<file path="config.mk">
export PLATFORM = sky130hd
export DESIGN_NAME = reg_write_arbiter_flat
export DESIGN_NICKNAME = d
export VERILOG_FILES = /design/src/rtl/reg_write_arbiter_if.sv /design/src/rtl/reg_write_arbiter.sv /design/src/flat_wrapper.sv
export SDC_FILE = /design/constraint.sdc
export NUM_CORES = 1
export LEC_CHECK = 0
export BUFFER_PORTS_ARGS = -buffer_cell sky130_fd_sc_hd__buf_2
export CORE_AREA = 2 2 65 67
export DETAILED_ROUTE_END_ITERATION = 7
export DIE_AREA = 0 0 67 69
export PLACE_DENSITY = 0.84
export SLEW_MARGIN = 20
export SYNTH_ARGS = -nofsm -noshare
export SYNTH_HDL_FRONTEND = slang
export SYNTH_SLANG_ARGS = --single-unit
</file>
<file path="constraint.sdc">
create_clock -name clk -period 3.99 [get_ports clk]
set_clock_uncertainty 0.15 [all_clocks]
set_input_delay 0.798 -clock clk [delete_from_list [all_inputs] [get_ports clk]]
set_output_delay 0.798 -clock clk [all_outputs]
set_load 0.01 [all_outputs]
</file>
<file path="src/rtl/reg_write_arbiter_if.sv">
// Requester-side bundle for the shared-register write arbiter.
// The master drives requests and data; the slave returns grant and register state.
interface reg_write_arbiter_if #(
    parameter int WIDTH = 8,
    parameter int NREQ  = 4
);
    logic [NREQ-1:0]       req;
    logic [NREQ-1:0]       lock;
    logic [NREQ*WIDTH-1:0] wdata;
    logic [NREQ-1:0]       gnt;
    logic [WIDTH-1:0]      Q;
    logic [2:0]            owner;
    logic [7:0]            wr_cnt;

    modport master (
        output req, lock, wdata,
        input  gnt, Q, owner, wr_cnt
    );

    modport slave (
        input  req, lock, wdata,
        output gnt, Q, owner, wr_cnt
    );
endinterface

</file>
<file path="src/rtl/reg_write_arbiter.sv">
// Round-robin arbiter that owns one shared register and lets the
// granted requester write it for one cycle or a locked burst.
module reg_write_arbiter #(
    parameter int WIDTH     = 8,
    parameter int NREQ      = 4,
    parameter int MAX_BURST = 4
) (
    input  logic                 clk,
    input  logic                 clr,
    reg_write_arbiter_if.slave   bus
);

    typedef enum logic {IDLE, OWN} state_t;

    state_t           state_q, state_d;
    logic [NREQ-1:0]  gnt_q, gnt_d;
    logic [WIDTH-1:0] q_q, q_d;
    logic [2:0]       owner_q, owner_d;
    logic [7:0]       cnt_q, cnt_d;
    logic [2:0]       rr_q, rr_d;
    logic [3:0]       burst_q, burst_d;

    logic [2*NREQ-1:0] req_dbl;
    logic [NREQ-1:0]   rot;
    logic [2:0]        off;
    logic [3:0]        sum;
    logic [2:0]        win;
    logic [3:0]        win_p1;
    logic              own_req;
    logic              own_lock;
    logic [WIDTH-1:0]  own_data;
    logic [3:0]        burst_p1;

    // Rotate requests so rr_q sits at bit 0; lowest set bit wins.
    always_comb begin
        req_dbl = {bus.req, bus.req} >> rr_q;
        rot     = req_dbl[NREQ-1:0];
        off     = '0;
        for (int k = NREQ - 1; k >= 0; k--) begin
            if (rot[k]) off = 3'(k);
        end
        sum = {1'b0, rr_q} + {1'b0, off};
        if (sum >= 4'(NREQ)) sum = sum - 4'(NREQ);
        win    = sum[2:0];
        win_p1 = {1'b0, win} + 4'd1;
        if (win_p1 == 4'(NREQ)) win_p1 = '0;
    end

    always_comb begin
        own_req  = 1'b0;
        own_lock = 1'b0;
        own_data = '0;
        for (int i = 0; i < NREQ; i++) begin
            if (owner_q == 3'(i)) begin
                own_req  = bus.req[i];
                own_lock = bus.lock[i];
                own_data = bus.wdata[i*WIDTH +: WIDTH];
            end
        end
    end

    assign burst_p1 = burst_q + 4'd1;

    always_comb begin
        state_d = state_q;
        gnt_d   = gnt_q;
        q_d     = q_q;
        owner_d = owner_q;
        cnt_d   = cnt_q;
        rr_d    = rr_q;
        burst_d = burst_q;
        unique case (state_q)
            IDLE: begin
                if (|bus.req) begin
                    state_d = OWN;
                    gnt_d   = {{(NREQ-1){1'b0}}, 1'b1} << win;
                    owner_d = win;
                    rr_d    = win_p1[2:0];
                    burst_d = '0;
                end
            end
            OWN: begin
                if (own_req) begin
                    q_d     = own_data;
                    cnt_d   = cnt_q + 8'd1;
                    burst_d = burst_p1;
                    if (!own_lock || burst_p1 == 4'(MAX_BURST)) begin
                        state_d = IDLE;
                        gnt_d   = '0;
                    end
                end else begin
                    state_d = IDLE;
                    gnt_d   = '0;
                end
            end
            default: begin
                state_d = IDLE;
                gnt_d   = '0;
            end
        endcase
    end

    always_ff @(posedge clk or negedge clr) begin
        if (!clr) begin
            state_q <= IDLE;
            gnt_q   <= '0;
            q_q     <= '0;
            owner_q <= '0;
            cnt_q   <= '0;
            rr_q    <= '0;
            burst_q <= '0;
        end else begin
            state_q <= state_d;
            gnt_q   <= gnt_d;
            q_q     <= q_d;
            owner_q <= owner_d;
            cnt_q   <= cnt_d;
            rr_q    <= rr_d;
            burst_q <= burst_d;
        end
    end

    assign bus.gnt    = gnt_q;
    assign bus.Q      = q_q;
    assign bus.owner  = owner_q;
    assign bus.wr_cnt = cnt_q;

endmodule

</file>
<file path="src/flat_wrapper.sv">
// flat-port wrapper written by rule: the top's interface ports become plain ports
module reg_write_arbiter_flat 
#(
    parameter int WIDTH     = 8,
    parameter int NREQ      = 4,
    parameter int MAX_BURST = 4
)
  (clk, clr, bus_req, bus_lock, bus_wdata, bus_gnt, bus_Q, bus_owner, bus_wr_cnt);
  reg_write_arbiter_if #(.WIDTH(WIDTH), .NREQ(NREQ)) bus_i ();
  input  logic clk;
  input  logic clr;
  input wire logic [$bits(bus_i.req)-1:0] bus_req;
  input wire logic [$bits(bus_i.lock)-1:0] bus_lock;
  input wire logic [$bits(bus_i.wdata)-1:0] bus_wdata;
  output wire logic [$bits(bus_i.gnt)-1:0] bus_gnt;
  output wire logic [$bits(bus_i.Q)-1:0] bus_Q;
  output wire logic [$bits(bus_i.owner)-1:0] bus_owner;
  output wire logic [$bits(bus_i.wr_cnt)-1:0] bus_wr_cnt;
  assign bus_i.req = bus_req;
  assign bus_i.lock = bus_lock;
  assign bus_i.wdata = bus_wdata;
  assign bus_gnt = bus_i.gnt;
  assign bus_Q = bus_i.Q;
  assign bus_owner = bus_i.owner;
  assign bus_wr_cnt = bus_i.wr_cnt;
  reg_write_arbiter #(.WIDTH(WIDTH), .NREQ(NREQ), .MAX_BURST(MAX_BURST)) u_core (.clk(clk), .clr(clr), .bus(bus_i));
endmodule
</file>
==> results_dict.tcl, run 1 <==
set metrics [dict create \
    pwr_density_cell_nw_per_um2 751 \
    via_count 1555 \
    hold_ws_ps 342 \
    cap_violations 0 \
    syn-cell-area_sq_um 1870 \
    hold_class "reg -> reg" \
    cts.reportedPaths.clkPinSlew_ps 60 \
    placementRows 23 \
    drive_gt1_frac 0.397 \
    fp.dieW_microns 67 \
    cts_resized 0 \
    total_leakage_power_nw 1.12 \
    track_usage 0.188 \
    syn_inst 171 \
    fp.dieH_microns 69 \
    clk_path_buf_depth 2 \
    grt_overflow 0 \
    post_cts_buffers 0 \
    synth_flop_cell "dfrtp_1" \
    status "complete, no violations" \
    synth_edf_count 0 \
    max_slew_margin 0.413 \
    drc 0 \
    tritoncts "built" \
    synth-async-reset-ratio 1.00 \
    synth_nets 224 \
    cp_slowest_cell "fa_1" \
    crit_path_end_kind "flop" \
    vdd.ir_drop.worst_mv 0.368 \
    cp-start-kind "input pin" \
    required_ps 3990 \
    avgSynthCellArea_sq_um 11.0 \
    tns_ps 0 \
    crit_type "in -> reg" \
    worstPathCellList "buf_2, nor2b_1, a21o_1, o21ai_0, o2bb2ai_1, ha_1, fa_1, ha_1, ha_1, o21ai_0, o21ai_0" \
    antenna_found_initial 0 \
    setup_viol 0 \
    start_util 0.479 \
    vias_per_cell 5.38 \
    dr.pass1.iters 4 \
    ys_seq_elements 31 \
    min_period_ps 3060 \
    critPathMaxStageDelay_ps 500 \
    cts_htree_levels 2 \
    routed_wl_microns 3920 \
    cp_max_fo 6 \
    post_drt_wl_per_cell_microns 13.6 \
    antenna_left 0 \
    io_pins 65 \
    synthToLayoutAreaGrowth_pct 25.1 \
    io_buffers 64 \
    place_congestion 0.834 \
    root_buffer "clkbuf_8" \
    cts_buffers 5 \
    clkSinkCount 31 \
    worstMarginPinSlew_ps 880 \
    maxSlewViolCount 0 \
    die-area_sq_um 4620 \
    grt_pass1_vias 1490 \
    max_freq_mhz 326 \
    worstPathArrival_ps 3060 \
    core_sq_um 3910 \
    num_antenna_cells 0 \
    cts_hold_buffers 0 \
    final_common_cell "buf_2" \
    finalHoldViolations 0 \
    critical-path-top-delay-family "adder cells" \
    ys_seq_area_frac 0.414 \
    grt_pass1_wl_microns 6630 \
    fin_crit_sh 0.768 \
    grt_max_degree 32 \
    drt_iter0_markers 69 \
    path_buf_inv 1 \
    synth_warnings 0 \
    synth_cell_types 40 \
    final_nets 291 \
    rsz0062_at_grt "no" \
    layout_common_cells "buf_2, dfrtp_1, nand2_1, o21ai_0, inv_1" \
    hpwl_microns 3040 \
    clock_latency_ps 270 \
]
==> cell families (layout without fill, tap and decap cells) <==
kind of cell	count (synthesis)	count (layout)	share of synthesized area
adder cells (fa/ha/maj)	11	11	0.0775
AO/OA/AOI/OAI	34	34	0.123
XOR/XNOR	9	9	0.0461
flip-flops	31	31	0.414
buffers and inverters	18	86	0.0414
multiplexers	20	20	0.172
AND/OR/NAND/NOR	48	48	0.126
==> state kept, by name, indices dropped and copies added (netlist names) <==
signal             flops
u_core.bus.owner       3
u_core.bus.Q           8
u_core.rr_q            3
u_core.bus.wr_cnt      8
u_core.bus.gnt         4
u_core.state_q         1
u_core.burst_q         4
==> through the flow <==
stage | std cells | cell area, sq um | utilization | total power [mW] | setup slack [ps]
after floorplan | 171 | 1870 | - | 1.23 | 969
after global placement | 281 | 2240 | 0.573 | 1.45 | 799
after detailed placement | 281 | 2240 | 0.573 | 1.50 | 699
after CTS | 289 | 2340 | 0.598 | 1.77 | 952
after global routing | 289 | 2340 | 0.598 | 1.91 | 867
final | 289 | 2340 | 0.598 | 1.76 | 926
==> path summary, 6_finish.rpt <==
check	start	endpoint	slack (ps)	cells after the start
max in group asynchronous	clr	u_core.bus.gnt[2]	2840	1
worst min-delay path	u_core.bus.wr_cnt[6]	u_core.bus.wr_cnt[6]	340	1
min in group asynchronous	clr	u_core.bus.wr_cnt[6]	410	1
worst max register to register	u_core.rr_q[0]	u_core.rr_q[0]	1070	10
worst min register to register	u_core.bus.wr_cnt[6]	u_core.bus.wr_cnt[6]	340	1
worst max-delay path	bus_req[2]	u_core.rr_q[0]	930	11
==> cells in the mapped netlist (2+ instances only) <==
master	number	share of area
o31ai_1	2	0.0080
o2bb2ai_1	2	0.0094
dfrtp_1	31	0.41
nand4_1	3	0.010
o21ai_0	12	0.032
nand2_1	25	0.050
clkbuf_1	4	0.0080
xor2_1	2	0.0094
buf_2	2	0.0053
nand2b_1	3	0.010
mux2i_1	3	0.016
nand3_1	4	0.011
inv_1	11	0.022
o311a_1	2	0.011
mux2_2	8	0.048
nor2_1	4	0.0080
a21oi_1	3	0.0080
ha_1	10	0.067
mux4_2	9	0.11
a22o_1	4	0.019
a21o_1	2	0.0080
o22ai_1	2	0.0067
xnor2_1	6	0.028
==> final cells by class <==
class,count,area [sq um]
flip-flops and latches,31,776
well taps,50,62.6
repair buffers,67,343
fillers,345,1570
multi-input cells,122,1020
inverters,11,41.3
clock buffers,8,100
==> report_power, final <==
| group | switching [mW] | leakage (nW) | total [mW] | internal, mW |
|---|---|---|---|---|
| sequential | 0.142 | 0.383 | 0.589 | 0.447 |
| combinational | 0.461 | 0.686 | 0.904 | 0.442 |
| clock | 0.108 | 0.0515 | 0.266 | 0.157 |
==> metal layers <==
| layer | vias to the layer above | wire length [microns] | GRT usage |
|---|---|---|---|
| li1 | 755 | - | - |
| met1 | 747 | 1570 | 0.226 |
| met2 | 51 | 2100 | 0.327 |
| met3 | 2 | 227 | 0.0424 |
| met4 | 0 | 23 | 0.0612 |
| met5 | - | 0 | 0 |
==> worst register-to-register path, stage by stage (launching register included) <==
cell	delay (ps)
dfrtp_1	530
nor2b_1	120
a21o_1	190
o21ai_0	180
o2bb2ai_1	140
ha_1	200
fa_1	500
ha_1	230
ha_1	310
o21ai_0	150
o21ai_0	90
(Power assumes the default switching activity.)
==> inputs of run 2 (changes only) <==
- clock period: 3.99 -> 3.2 ns (I/O delays scaled with it)
==> run 2 against run 1 <==
Register-to-register slack lost 690 ps. Critical path depth is the same. Clock power grew 6%. Global-route usage shrank 0.52 points. Worst setup slack lost 550 ps. Cell count grew 0.69%. Via count shrank 1.0%. Sequential share of layout area grew 0.053 points. Wire length shrank 2.6%.
==> results_dict.tcl, run 2 (same netlist as run 1, synthesis figures left out) <==
set metrics [dict create \
    post-place-ws_ps 102 \
    finalNonFillerCells 291 \
    synthToLayoutAreaGrowth_pct 24.8 \
    max_slew_margin 0.561 \
    grt_pass1_vias 1475 \
    setup_viol 0 \
    via_count 1539 \
    worst_slack_ps 379 \
    cp_slowest_cell "fa_1" \
    maxSlewViolCount 0 \
    drc 0 \
    hold_ws_ps 241 \
    drt_iter0_markers 39 \
    fin_area_sq_um 2340 \
    io_buffers 64 \
    finalPower_mw 2.14 \
    grt_max_degree 32 \
    vdd.ir_drop.worst_mv 0.459 \
    placed_area_sq_um 2260 \
    cts.reportedPaths.clkPinSlew_ps 60 \
    fp.dieW_microns 67 \
    routed_wl_microns 3820 \
    min_period_ps 2820 \
    root_buffer "clkbuf_8" \
    tns_ps 0 \
    dp_cells 283 \
    critPathMaxStageDelay_ps 470 \
    drive_gt1_frac 0.398 \
    cap_violations 0 \
    clk_path_buf_depth 2 \
    clkSinkCount 31 \
    rsz0062_at_grt "no" \
    vias_per_cell 5.29 \
    fp.dieH_microns 69 \
    pwr_density_cell_nw_per_um2 917 \
    antenna_left 0 \
    final_common_cell "buf_2" \
    tritoncts "built" \
    required_ps 3200 \
    io_pins 65 \
    clock_latency_ps 280 \
    cts_resized 0 \
    hold_class "in -> async" \
    worstPathArrival_ps 2820 \
    cts_hold_buffers 0 \
    fin_util 0.598 \
    post_drt_wl_per_cell_microns 13.1 \
    cp_max_fo 6 \
    worstPathCellList "buf_2, nor2b_1, a21o_1, o21ai_0, o2bb2ai_1, ha_1, fa_1, ha_1, ha_1, o21ai_0, o21ai_0" \
    crit_type "in -> reg" \
    num_antenna_cells 0 \
    core_sq_um 3910 \
    crit_path_end_kind "flop" \
    layout_common_cells "buf_2, dfrtp_1, nand2_1, o21ai_0, inv_1" \
    placementRows 23 \
    place_congestion 0.850 \
    start_util 0.479 \
    worstMarginPinSlew_ps 659 \
    track_usage 0.183 \
    grt_pass1_wl_microns 6470 \
    cts_htree_levels 2 \
    max_freq_mhz 354 \
    cp-start-kind "input pin" \
    antenna_found_initial 0 \
    cts_buffers 5 \
    total_leakage_power_nw 1.12 \
    grt_overflow 0 \
    die-area_sq_um 4620 \
    fin_crit_sh 0.882 \
    hpwl_microns 3030 \
    status "complete, no violations" \
    dr.pass1.iters 4 \
    post_cts_buffers 0 \
    finalHoldViolations 0 \
    final_nets 293 \
]
-- run 2: changes by cell type in the layout (fill, tap and decap cells not counted) --
cell / delta
buf_4: +2
clkbuf_8: -2
clkbuf_1: +1
clkinv_2: +1
-- run 2: power by group --
part	internal [mW]	switching, mW
Sequential	0.558	0.147
Combinational	0.558	0.599
Clock	0.152	0.129
Total	1.27	0.875
-- run 2: per-layer routing --
metal  vias up  share of wire  track usage
met4         0          0.020       0.0816
met2        53           0.50        0.294
li1        758              -            -
met1       721           0.43        0.238
met5         -              0            0
met3         7          0.052       0.0343
-- run 2: final cells by class --
type | count | area [sq um]
Inverter | 11 | 41.3
Multi-Input combinational cell | 122 | 1020
Sequential cell | 31 | 776
Fill cell | 359 | 1580
Clock buffer | 7 | 76.3
Tap cell | 50 | 62.6
Clock inverter | 1 | 5.00
Timing Repair Buffer | 69 | 358
-- run 2: final timing paths --
kind / startpoint / endpoint / slack, ps / cells past startpoint
worst max register to register: u_core.rr_q[0] / u_core.rr_q[0] / 380 / 10
min in group clk: u_core.bus.wr_cnt[6] / u_core.bus.wr_cnt[6] / 340 / 1
worst max-delay path: bus_req[2] / u_core.rr_q[0] / 380 / 11
worst min register to register: u_core.bus.wr_cnt[6] / u_core.bus.wr_cnt[6] / 340 / 1
max in group asynchronous: clr / u_core.state_q / 2230 / 1
worst min-delay path: clr / u_core.bus.wr_cnt[6] / 240 / 1
-- run 2: critical path: cells and delay by family --
kind            cells  cell delay [ps]
fa+ha+maj           4             1210
compound gates      5              690
simple gates        1              140
buf+inv             1              130
==> inputs of run 3 (changes only) <==
- ABC_AREA: default -> 1
- PLACE_DENSITY: 0.84 -> 0.85
==> run 3 against run 2 <==
Worst hold slack better by 7.7 ps. Utilization down 0.22 points. Via count increased by 19%. Cell count rose by 25%. Register-to-register slack lost 160 ps. Critical path type unchanged.
==> results_dict.tcl, run 3 <==
set metrics [dict create \
    hold_class "in -> async" \
    vias_per_cell 5.02 \
    io_pins 65 \
    final_common_cell "nand2_1" \
    max_freq_mhz 335 \
    fillers 377 \
    fin_area_sq_um 2330 \
    fp.dieW_microns 67 \
    pwr_density_cell_nw_per_um2 945 \
    cts_buffers 5 \
    grt_pass1_wl_microns 7170 \
    cts_htree_levels 2 \
    synth_edf_count 0 \
    finalHoldViolations 0 \
    ys_seq_elements 31 \
    grt_overflow 0 \
    cts_hold_buffers 0 \
    synthToLayoutAreaGrowth_pct 22.8 \
    avgSynthCellArea_sq_um 7.62 \
    post_cts_buffers 0 \
    placementRows 23 \
    cap_violations 0 \
    maxSlewViolCount 0 \
    layout_common_cells "nand2_1, buf_2, nand3_1, dfrtp_1, inv_1" \
    synth_cell_types 27 \
    drive_gt1_frac 0.258 \
    worstMarginPinSlew_ps 703 \
    yosysTopAreaCell "dfrtp_1" \
    dr.pass1.iters 4 \
    required_ps 3220 \
    clk_path_buf_depth 2 \
    grt_max_degree 32 \
    r2r_start "u_core.rr_q[0]" \
    crit_type "in -> reg" \
    synth_nets 302 \
    synth_warnings 0 \
    rsz0062_at_grt "no" \
    drt_iter0_markers 73 \
    tns_ps 0 \
    cp-startpoint "bus_req[3]" \
    max_slew_margin 0.530 \
    antenna_left 0 \
    drc 0 \
    tritoncts "built" \
    io_buffers 64 \
    synth_commonest_cells "nand2_1, nand3_1, dfrtp_1" \
    synth.most_common_cell "nand2_1" \
    synth-async-reset-ratio 1.00 \
    status "complete, no violations" \
    min_period_ps 2990 \
    via_count 1826 \
    synth_flop_cell "dfrtp_1" \
    fp.dieH_microns 69 \
    cts_resized 0 \
    worstPathArrival_ps 3010 \
    worst_slack_ps 212 \
    synth_top_area_frac 0.409 \
    hpwl_microns 3200 \
    antenna_found_initial 0 \
    routed_wl_microns 4290 \
    start_util 0.485 \
    cp_max_fo 3 \
    syn-cell-area_sq_um 1900 \
    die-area_sq_um 4620 \
    finalPower_mw 2.20 \
    core_sq_um 3910 \
    track_usage 0.199 \
    clkSinkCount 31 \
    grt_pass1_vias 1611 \
    cp-start-kind "input pin" \
    crit_path_end_kind "flop" \
    place_congestion 0.820 \
    final_nets 368 \
    placed_area_sq_um 2260 \
    post_drt_wl_per_cell_microns 11.8 \
    synth.top_cells.by_area "dfrtp_1, nand2_1, nand3_1" \
    clock_latency_ps 280 \
    fin_crit_sh 0.934 \
    vdd.ir_drop.worst_mv 0.497 \
    root_buffer "clkbuf_8" \
    cts.reportedPaths.clkPinSlew_ps 60 \
    ys_seq_area_frac 0.409 \
    post-place-ws_ps -73.9 \
    total_leakage_power_nw 1.31 \
    syn_inst 249 \
    setup_viol 0 \
    num_antenna_cells 0 \
]
[run 3: cell count changes after synthesis, moves of 4 or more]
| cell | before | now |
|---|---|---|
| o21ai_1 | 0 | 4 |
| xnor2_1 | 6 | 2 |
| nand3_1 | 4 | 39 |
| mux4_2 | 9 | 0 |
| nor2_1 | 4 | 19 |
| a21oi_1 | 3 | 11 |
| inv_1 | 11 | 20 |
| a22o_1 | 4 | 0 |
| nand2_1 | 25 | 69 |
| mux2_2 | 8 | 0 |
[run 3: worst paths after layout]
path,cells past startpoint,endpoint,slack (ps)
setup / recovery,17,u_core.rr_q[2],210
hold / removal,1,u_core.bus.gnt[1],250
setup reg to reg,15,u_core.rr_q[2],220
hold reg to reg,1,u_core.bus.wr_cnt[7],320
max in group asynchronous,1,u_core.rr_q[0],2170
min in group clk,1,u_core.bus.wr_cnt[7],320
[run 3: layout make-up]
cell class                      count  area (sq um)  area share
Multi-Input combinational cell    189           996       0.427
Sequential cell                    31           777       0.334
Timing Repair Buffer               67           343       0.147
Inverter                           21          78.8      0.0338
Clock buffer                        6          72.6      0.0311
Tap cell                           50          62.6      0.0269
[run 3: stage by stage]
stage / instances / hold WS, ps / util
after floorplan: 249 / 194 / -
after global placement: 358 / 301 / 0.576
after detailed placement: 358 / 307 / 0.576
after CTS: 364 / 281 / 0.595
after global routing: 364 / 316 / 0.595
final: 364 / 249 / 0.595
[run 3: logic make-up (layout without fill, tap and decap cells)]
logic type | Yosys count | count (layout) | synth area share
DFF | 31 | 31 | 0.409
buffers and inverters | 29 | 94 | 0.0660
and+or+nand+nor | 138 | 138 | 0.322
xor gates and xnor gates | 7 | 7 | 0.0323
adders and majority gates | 11 | 11 | 0.0765
AOI/OAI and AO/OA | 33 | 33 | 0.0943
[run 3: critical path: stages]
cell     delay (ps)
buf_2           100
inv_1            50
nand2_1          50
o21ai_0          90
or2_2           280
o21ai_0         100
inv_1            70
nand2_1          70
a21oi_1          60
ha_1            220
fa_1            460
ha_1            220
ha_1            310
inv_1            70
nand3_1         100
nand2_1          80
nand2_1          50
[run 3: power breakdown]
part           switching [mW]  internal (mW)
logic                   0.733          0.480
clock network           0.134          0.145
registers               0.168          0.541
total                    1.04           1.17
[run 3: layer usage]
metal	vias to the layer above	GRT usage	part of all wire
li1	942	-	-
met1	833	0.268	0.46
met2	46	0.312	0.48
met3	5	0.0440	0.042
met4	0	0.0680	0.016
met5	-	0	0
